==> config.mk <==
export PLATFORM = sky130hd
export DESIGN_NAME = player_shot_move_collision
export DESIGN_NICKNAME = d
export VERILOG_FILES = /design/src/rtl/space_inv_pkg.sv /design/src/rtl/key_rise_detect.sv /design/src/rtl/player_shot_move_collision.sv
export SDC_FILE = /design/constraint.sdc
export NUM_CORES = 1
export LEC_CHECK = 0
export CAP_MARGIN = 5
export CORE_MARGIN = 2
export CORE_UTILIZATION = 50
export DETAILED_ROUTE_END_ITERATION = 8
export PLACE_DENSITY = 0.8
export SKIP_CTS_REPAIR_TIMING = 1
export SLEW_MARGIN = 20
export SYNTH_ARGS = -nofsm -noshare
export SYNTH_HDL_FRONTEND = slang
export SYNTH_SLANG_ARGS = --single-unit
==> constraint.sdc <==
create_clock -name clk -period 3.01 [get_ports clk]
set_input_delay 0.301 -clock clk [delete_from_list [all_inputs] [get_ports clk]]
set_output_delay 0.301 -clock clk [all_outputs]
set_load 0.01 [all_outputs]
==> src/rtl/space_inv_pkg.sv <==
// Shared fixed-point, screen and shot-state definitions for the space-invaders movers.
package space_inv_pkg;

  localparam int FIXED_POINT_MULTIPLIER = 64;
  localparam int FP_SHIFT               = 6;
  localparam int FP_W                   = 21;
  localparam int POS_W                  = 11;

  localparam int SCREEN_X_MAX = 639;
  localparam int SCREEN_Y_MAX = 479;

  typedef enum logic [1:0] {
    IDLE     = 2'd0,
    FLYING   = 2'd1,
    COOLDOWN = 2'd2
  } shot_state_t;

  // Pixel position to 1/64-pixel fixed point (sign-extended, arithmetic left shift).
  function automatic logic signed [FP_W-1:0] to_fp(input logic signed [POS_W-1:0] pos);
    return {{(FP_W-POS_W-FP_SHIFT){pos[POS_W-1]}}, pos, {FP_SHIFT{1'b0}}};
  endfunction

endpackage

==> src/rtl/key_rise_detect.sv <==
// Registers a key level once and emits a one-clk pulse on its rising edge.
module key_rise_detect (
  input  logic clk,
  input  logic resetN,
  input  logic clr_i,
  input  logic key_i,
  output logic rise_o
);

  logic key_q;

  always_ff @(posedge clk or negedge resetN) begin
    if (!resetN) begin
      key_q <= 1'b0;
    end else if (clr_i) begin
      key_q <= 1'b0;
    end else begin
      key_q <= key_i;
    end
  end

  assign rise_o = key_i & ~key_q;

endmodule

==> src/rtl/player_shot_move_collision.sv <==
// Upward player shot: launch on fire edge, per-frame climb, kill on hit or top limit.
// Optional re-arm delay after a kill is enabled by defining PLAYER_SHOT_COOLDOWN_EN.
module player_shot_move_collision
  import space_inv_pkg::*;
#(
  parameter int SHOT_Y_SPEED = 128,
  parameter int PLAYER_WIDTH = 32,
  parameter int SHOT_HEIGHT  = 16,
  parameter int TOP_LIMIT    = 8
`ifdef PLAYER_SHOT_COOLDOWN_EN
  , parameter int COOLDOWN_FRAMES = 8
`endif
) (
  input  logic               clk,
  input  logic               resetN,
  input  logic               startOfFrame,
  input  logic               playGame,
  input  logic               fireKey,
  input  logic signed [10:0] playerXPosition,
  input  logic signed [10:0] playerYPosition,
  input  logic               shotCollision,
  output logic signed [10:0] topLeftX,
  output logic signed [10:0] topLeftY,
  output logic               shotAlive,
  output logic               shotFired,
  output logic [7:0]         hitCount
);

  localparam logic signed [FP_W-1:0] SPEED_FP = FP_W'(SHOT_Y_SPEED);
  localparam logic signed [FP_W-1:0] X_OFS_FP = FP_W'((PLAYER_WIDTH / 2 - 1) * FIXED_POINT_MULTIPLIER);
  localparam logic signed [FP_W-1:0] Y_OFS_FP = FP_W'(SHOT_HEIGHT * FIXED_POINT_MULTIPLIER);
  // Integer Y <= TOP_LIMIT is the same as fixed Y < (TOP_LIMIT+1)*64.
  localparam logic signed [FP_W-1:0] TOP_EXCL_FP = FP_W'((TOP_LIMIT + 1) * FIXED_POINT_MULTIPLIER);

  shot_state_t             state_q, state_d;
  logic signed [FP_W-1:0]  x_q, x_d;
  logic signed [FP_W-1:0]  y_q, y_d;
  logic signed [FP_W-1:0]  y_step;
  logic                    alive_q, alive_d;
  logic                    fired_q, fired_d;
  logic [7:0]              hits_q, hits_d;
  logic                    kill;
  logic                    fire_edge;

`ifdef PLAYER_SHOT_COOLDOWN_EN
  localparam int CNT_W = $clog2(COOLDOWN_FRAMES + 1);
  logic [CNT_W-1:0] cnt_q, cnt_d;
`endif

  key_rise_detect u_fire_edge (
    .clk    (clk),
    .resetN (resetN),
    .clr_i  (~playGame),
    .key_i  (fireKey),
    .rise_o (fire_edge)
  );

  always_ff @(posedge clk or negedge resetN) begin
    if (!resetN) begin
      state_q <= IDLE;
      x_q     <= '0;
      y_q     <= '0;
      alive_q <= 1'b0;
      fired_q <= 1'b0;
      hits_q  <= '0;
`ifdef PLAYER_SHOT_COOLDOWN_EN
      cnt_q   <= '0;
`endif
    end else begin
      state_q <= state_d;
      x_q     <= x_d;
      y_q     <= y_d;
      alive_q <= alive_d;
      fired_q <= fired_d;
      hits_q  <= hits_d;
`ifdef PLAYER_SHOT_COOLDOWN_EN
      cnt_q   <= cnt_d;
`endif
    end
  end

  always_comb begin
    state_d = state_q;
    x_d     = x_q;
    y_d     = y_q;
    fired_d = 1'b0;
    hits_d  = hits_q;
    kill    = 1'b0;
    y_step  = y_q - SPEED_FP;
`ifdef PLAYER_SHOT_COOLDOWN_EN
    cnt_d   = cnt_q;
`endif

    case (state_q)
      IDLE: begin
        if (fire_edge) begin
          x_d     = to_fp(playerXPosition) + X_OFS_FP;
          y_d     = to_fp(playerYPosition) - Y_OFS_FP;
          fired_d = 1'b1;
          state_d = FLYING;
        end
      end
      FLYING: begin
        // A hit takes priority over the frame step, so Y freezes where it was hit.
        if (shotCollision) begin
          kill = 1'b1;
          if (hits_q != 8'hFF) begin
            hits_d = hits_q + 8'd1;
          end
        end else if (startOfFrame) begin
          y_d = y_step;
          if (y_step < TOP_EXCL_FP) begin
            kill = 1'b1;
          end
        end
        if (kill) begin
`ifdef PLAYER_SHOT_COOLDOWN_EN
          state_d = COOLDOWN;
          cnt_d   = CNT_W'(COOLDOWN_FRAMES);
`else
          state_d = IDLE;
`endif
        end
      end
`ifdef PLAYER_SHOT_COOLDOWN_EN
      COOLDOWN: begin
        if (cnt_q == '0) begin
          state_d = IDLE;
        end else if (startOfFrame) begin
          cnt_d = cnt_q - 1'b1;
        end
      end
`endif
      default: state_d = IDLE;
    endcase

    alive_d = (state_q == FLYING) && !kill;

    if (!playGame) begin
      state_d = IDLE;
      x_d     = '0;
      y_d     = '0;
      alive_d = 1'b0;
      fired_d = 1'b0;
      hits_d  = '0;
`ifdef PLAYER_SHOT_COOLDOWN_EN
      cnt_d   = '0;
`endif
    end
  end

  assign topLeftX  = x_q[FP_SHIFT +: POS_W];
  assign topLeftY  = y_q[FP_SHIFT +: POS_W];
  assign shotAlive = alive_q;
  assign shotFired = fired_q;
  assign hitCount  = hits_q;

endmodule

==> impl_metrics.json <==
{
  "syn_avg_cell_area_um2": 8.63,
  "irDropWorstVdd_v": 0.000225,
  "cts_sinks": 38,
  "first_pass_iters": 5,
  "grt_max_degree": 39,
  "skew_ns": 0.00589,
  "synthDistinctLibCells": 58,
  "critPathMaxFanout": 11,
  "status": "complete, no violations",
  "synth-seq-cells": 38,
  "nFillCells": 405,
  "layout_min_cycle_time_ns": 2.78,
  "maxCapViolations": 0,
  "num_rows": 25,
  "vias": 2343,
  "io_buffers": 59,
  "setup_slack_ns": 0.232,
  "cp-end-kind": "register",
  "dieArea_um2": 5620,
  "cts.path.max_buffers": 2,
  "viasPerCell": 5.74,
  "synth_xor_area_frac": 0.0695,
  "fin_nets": 374,
  "hold_path_class": "input port to asynchronous set/reset pin",
  "die_w_um": 75.0,
  "yosysWarningCount": 0,
  "required_ns": 3.17,
  "dp_hpwl_mm": 4.48,
  "cts-root-buf": "clkbuf_8",
  "syn-num-nets": 326,
  "maxSlewViolCount": 0,
  "syn_area_um2": 2520,
  "final.setup.tns_ns": 0,
  "grt_pass1_vias": 2211,
  "cts_max_level": 2,
  "ys_seq_area_frac": 0.377,
  "fin_crit_sh": 0.923,
  "coreArea_um2": 4790,
  "area_delta_synth_final_pct": 26.1,
  "synth_compound_area_frac": 0.199,
  "fin_hold_ws_ns": 0.111,
  "pre_cts_ws_ns": 0.280,
  "synth.area.mux_share": 0.00794,
  "p_per_area_nw_per_um2": 441,
  "synth_top_family_by_area": "simple AND/OR/NAND/NOR gates",
  "arrival_ns": 2.94,
  "drtIter0Drc": 162,
  "startpoint_type": "register",
  "grt_pass1_wl_mm": 10.6,
  "clk_latency_ns": 0.29,
  "fmax_ghz": 0.360,
  "drc": 0,
  "synth_ff_type": "dfrtp_1",
  "relSlewSlack": 0.426,
  "chipHeight_um": 75.0,
  "start_util": 0.527,
  "rsz0062_at_grt": "false",
  "async_reset_ff_frac": 1.00,
  "boundaryPins": 60,
  "fin_total_pwr_mw": 1.40,
  "tightest_slew_ns": 0.861,
  "antenna_found_initial": 0,
  "synthCells": 292,
  "rr_worst_depth": 7,
  "instances_no_fill": 408,
  "dp_cells": 400,
  "drive_above_1_share": 0.0733,
  "wl_per_cell_um": 15.4,
  "leakage_nw": 1.30,
  "cts.clk_slew.worst_paths_ns": 0.07,
  "antenna_cells": 0,
  "synthAdderAreaFrac": 0.0298,
  "post-route-util": 0.664,
  "grt_overflow": 0,
  "placed_area_um2": 3090,
  "cts_buffers": 5,
  "drt_wl_total_mm": 6.28,
  "hold_viol_final": 0,
  "crit_type": "register to register",
  "synth_edf_count": 0,
  "grt_usage": 0.248,
  "gp_congestion": 0.934,
  "ant_nets": 0,
  "setup_viol": 0,
  "cts_tree": "done",
  "synth-simple-area-share": 0.239,
  "finalInstanceArea_um2": 3180
}
-- kinds of logic after synthesis --
family	after synthesis
AND/OR/NAND/NOR	110
AO/OA/AOI/OAI	78
buffers and inverters	38
flip-flops	38
XOR/XNOR	20
adder cells (fa/ha/maj)	6
multiplexers	2
-- where the power goes --
part,switching (mW),internal [mW],leakage [nW]
clock,0.178,0.185,0.0482
sequential,0.0607,0.551,0.508
combinational,0.216,0.211,0.747
-- Yosys cell counts, drive strengths merged (2+ instances only) --
| cell | n | area [um^2] |
|---|---|---|
| dfrtp | 38 | 951 |
| nand2 | 29 | 109 |
| o21ai | 29 | 145 |
| nor2 | 19 | 71.3 |
| buf | 16 | 111 |
| inv | 16 | 60.1 |
| xnor2 | 12 | 105 |
| a21oi | 11 | 55.1 |
| nor3 | 10 | 55.1 |
| or3 | 8 | 60.1 |
| or4 | 8 | 63.8 |
| xor2 | 8 | 70.1 |
| nand3 | 7 | 35.0 |
| clkbuf | 6 | 22.5 |
| ha | 6 | 75.1 |
| o22ai | 6 | 37.5 |
| o31ai | 6 | 45.0 |
| nor4 | 5 | 31.3 |
| nand2b | 4 | 25.0 |
| a22o | 3 | 26.3 |
| nand4 | 3 | 18.8 |
| nor3b | 3 | 22.5 |
| o2111ai | 3 | 26.3 |
| or2 | 3 | 18.8 |
| or3b | 3 | 26.3 |
| a311oi | 2 | 17.5 |
| mux2i | 2 | 20.0 |
| o211ai | 2 | 15.0 |
| o21a | 2 | 15.0 |
| or4b | 2 | 23.8 |
-- worst paths after layout --
kind                       slack, ns                start                      end
max in group asynchronous       2.35               resetN      x_q[16]$_DFFE_PN0P_
min in group clk                0.49  x_q[16]$_DFFE_PN0P_      x_q[16]$_DFFE_PN0P_
max reg2reg                     0.23   y_q[7]$_DFFE_PN0P_   state_q[0]$_DFFE_PN0P_
min reg2reg                     0.49  x_q[16]$_DFFE_PN0P_      x_q[16]$_DFFE_PN0P_
min                             0.11               resetN  hitCount[6]$_DFFE_PN0P_
max                             0.23   y_q[7]$_DFFE_PN0P_   state_q[0]$_DFFE_PN0P_
-- final cells by class --
| type | count | area, um^2 | area share |
|---|---|---|---|
| inverters | 16 | 60.1 | 0.0189 |
| clock buffers | 7 | 86.3 | 0.0272 |
| repair buffers | 63 | 616 | 0.194 |
| clock inverters | 1 | 5.00 | 0.00158 |
| flip-flops and latches | 38 | 951 | 0.299 |
| well taps | 67 | 83.8 | 0.0264 |
| multi-input cells | 216 | 1380 | 0.433 |
-- per-layer routing --
metal | vias up | global-route usage | wire [um]
met3 | 9 | 0.0562 | 381
met4 | 0 | 0.0734 | 97
met1 | 1111 | 0.325 | 2700
li1 | 1152 | - | -
met2 | 71 | 0.411 | 3110
met5 | - | 0 | 0
-- cell usage in the layout (no fill, tap or decap), types with 5 or more instances in the layout --
cell             synthesis  routed
inv_1                   16      16
nand3_1                  7       7
or4_1                    7       7
ha_1                     6       6
nand2_1                 29      29
o22ai_1                  6       6
nor2_1                  19      19
nor3_1                   9       9
or3_1                    6       6
o31ai_1                  6       6
clkdlybuf4s50_1          0      58
dfrtp_1                 38      38
nor4_1                   5       5
xor2_1                   8       8
o21ai_0                 27      27
clkbuf_8                 0       6
xnor2_1                 12      12
a21oi_1                 11      11
-- critical path: stages (launching register included) --
cell and delay, ns:
dfrtp_1 0.48, inv_1 0.14, ha_1 0.27, or4b_4 0.54, or4_4 0.46, xnor2_1 0.15, nor4_1 0.48, o21ai_1 0.14
-- registers in the layout, indices dropped and copies added (netlist names) --
register and cells:
y_q 15, x_q 11, hitCount 8, shotAlive 1, shotFired 1, state_q 1
u_fire_edge.key_q 1
No activity file was read; power rests on OpenSTA's default activity.
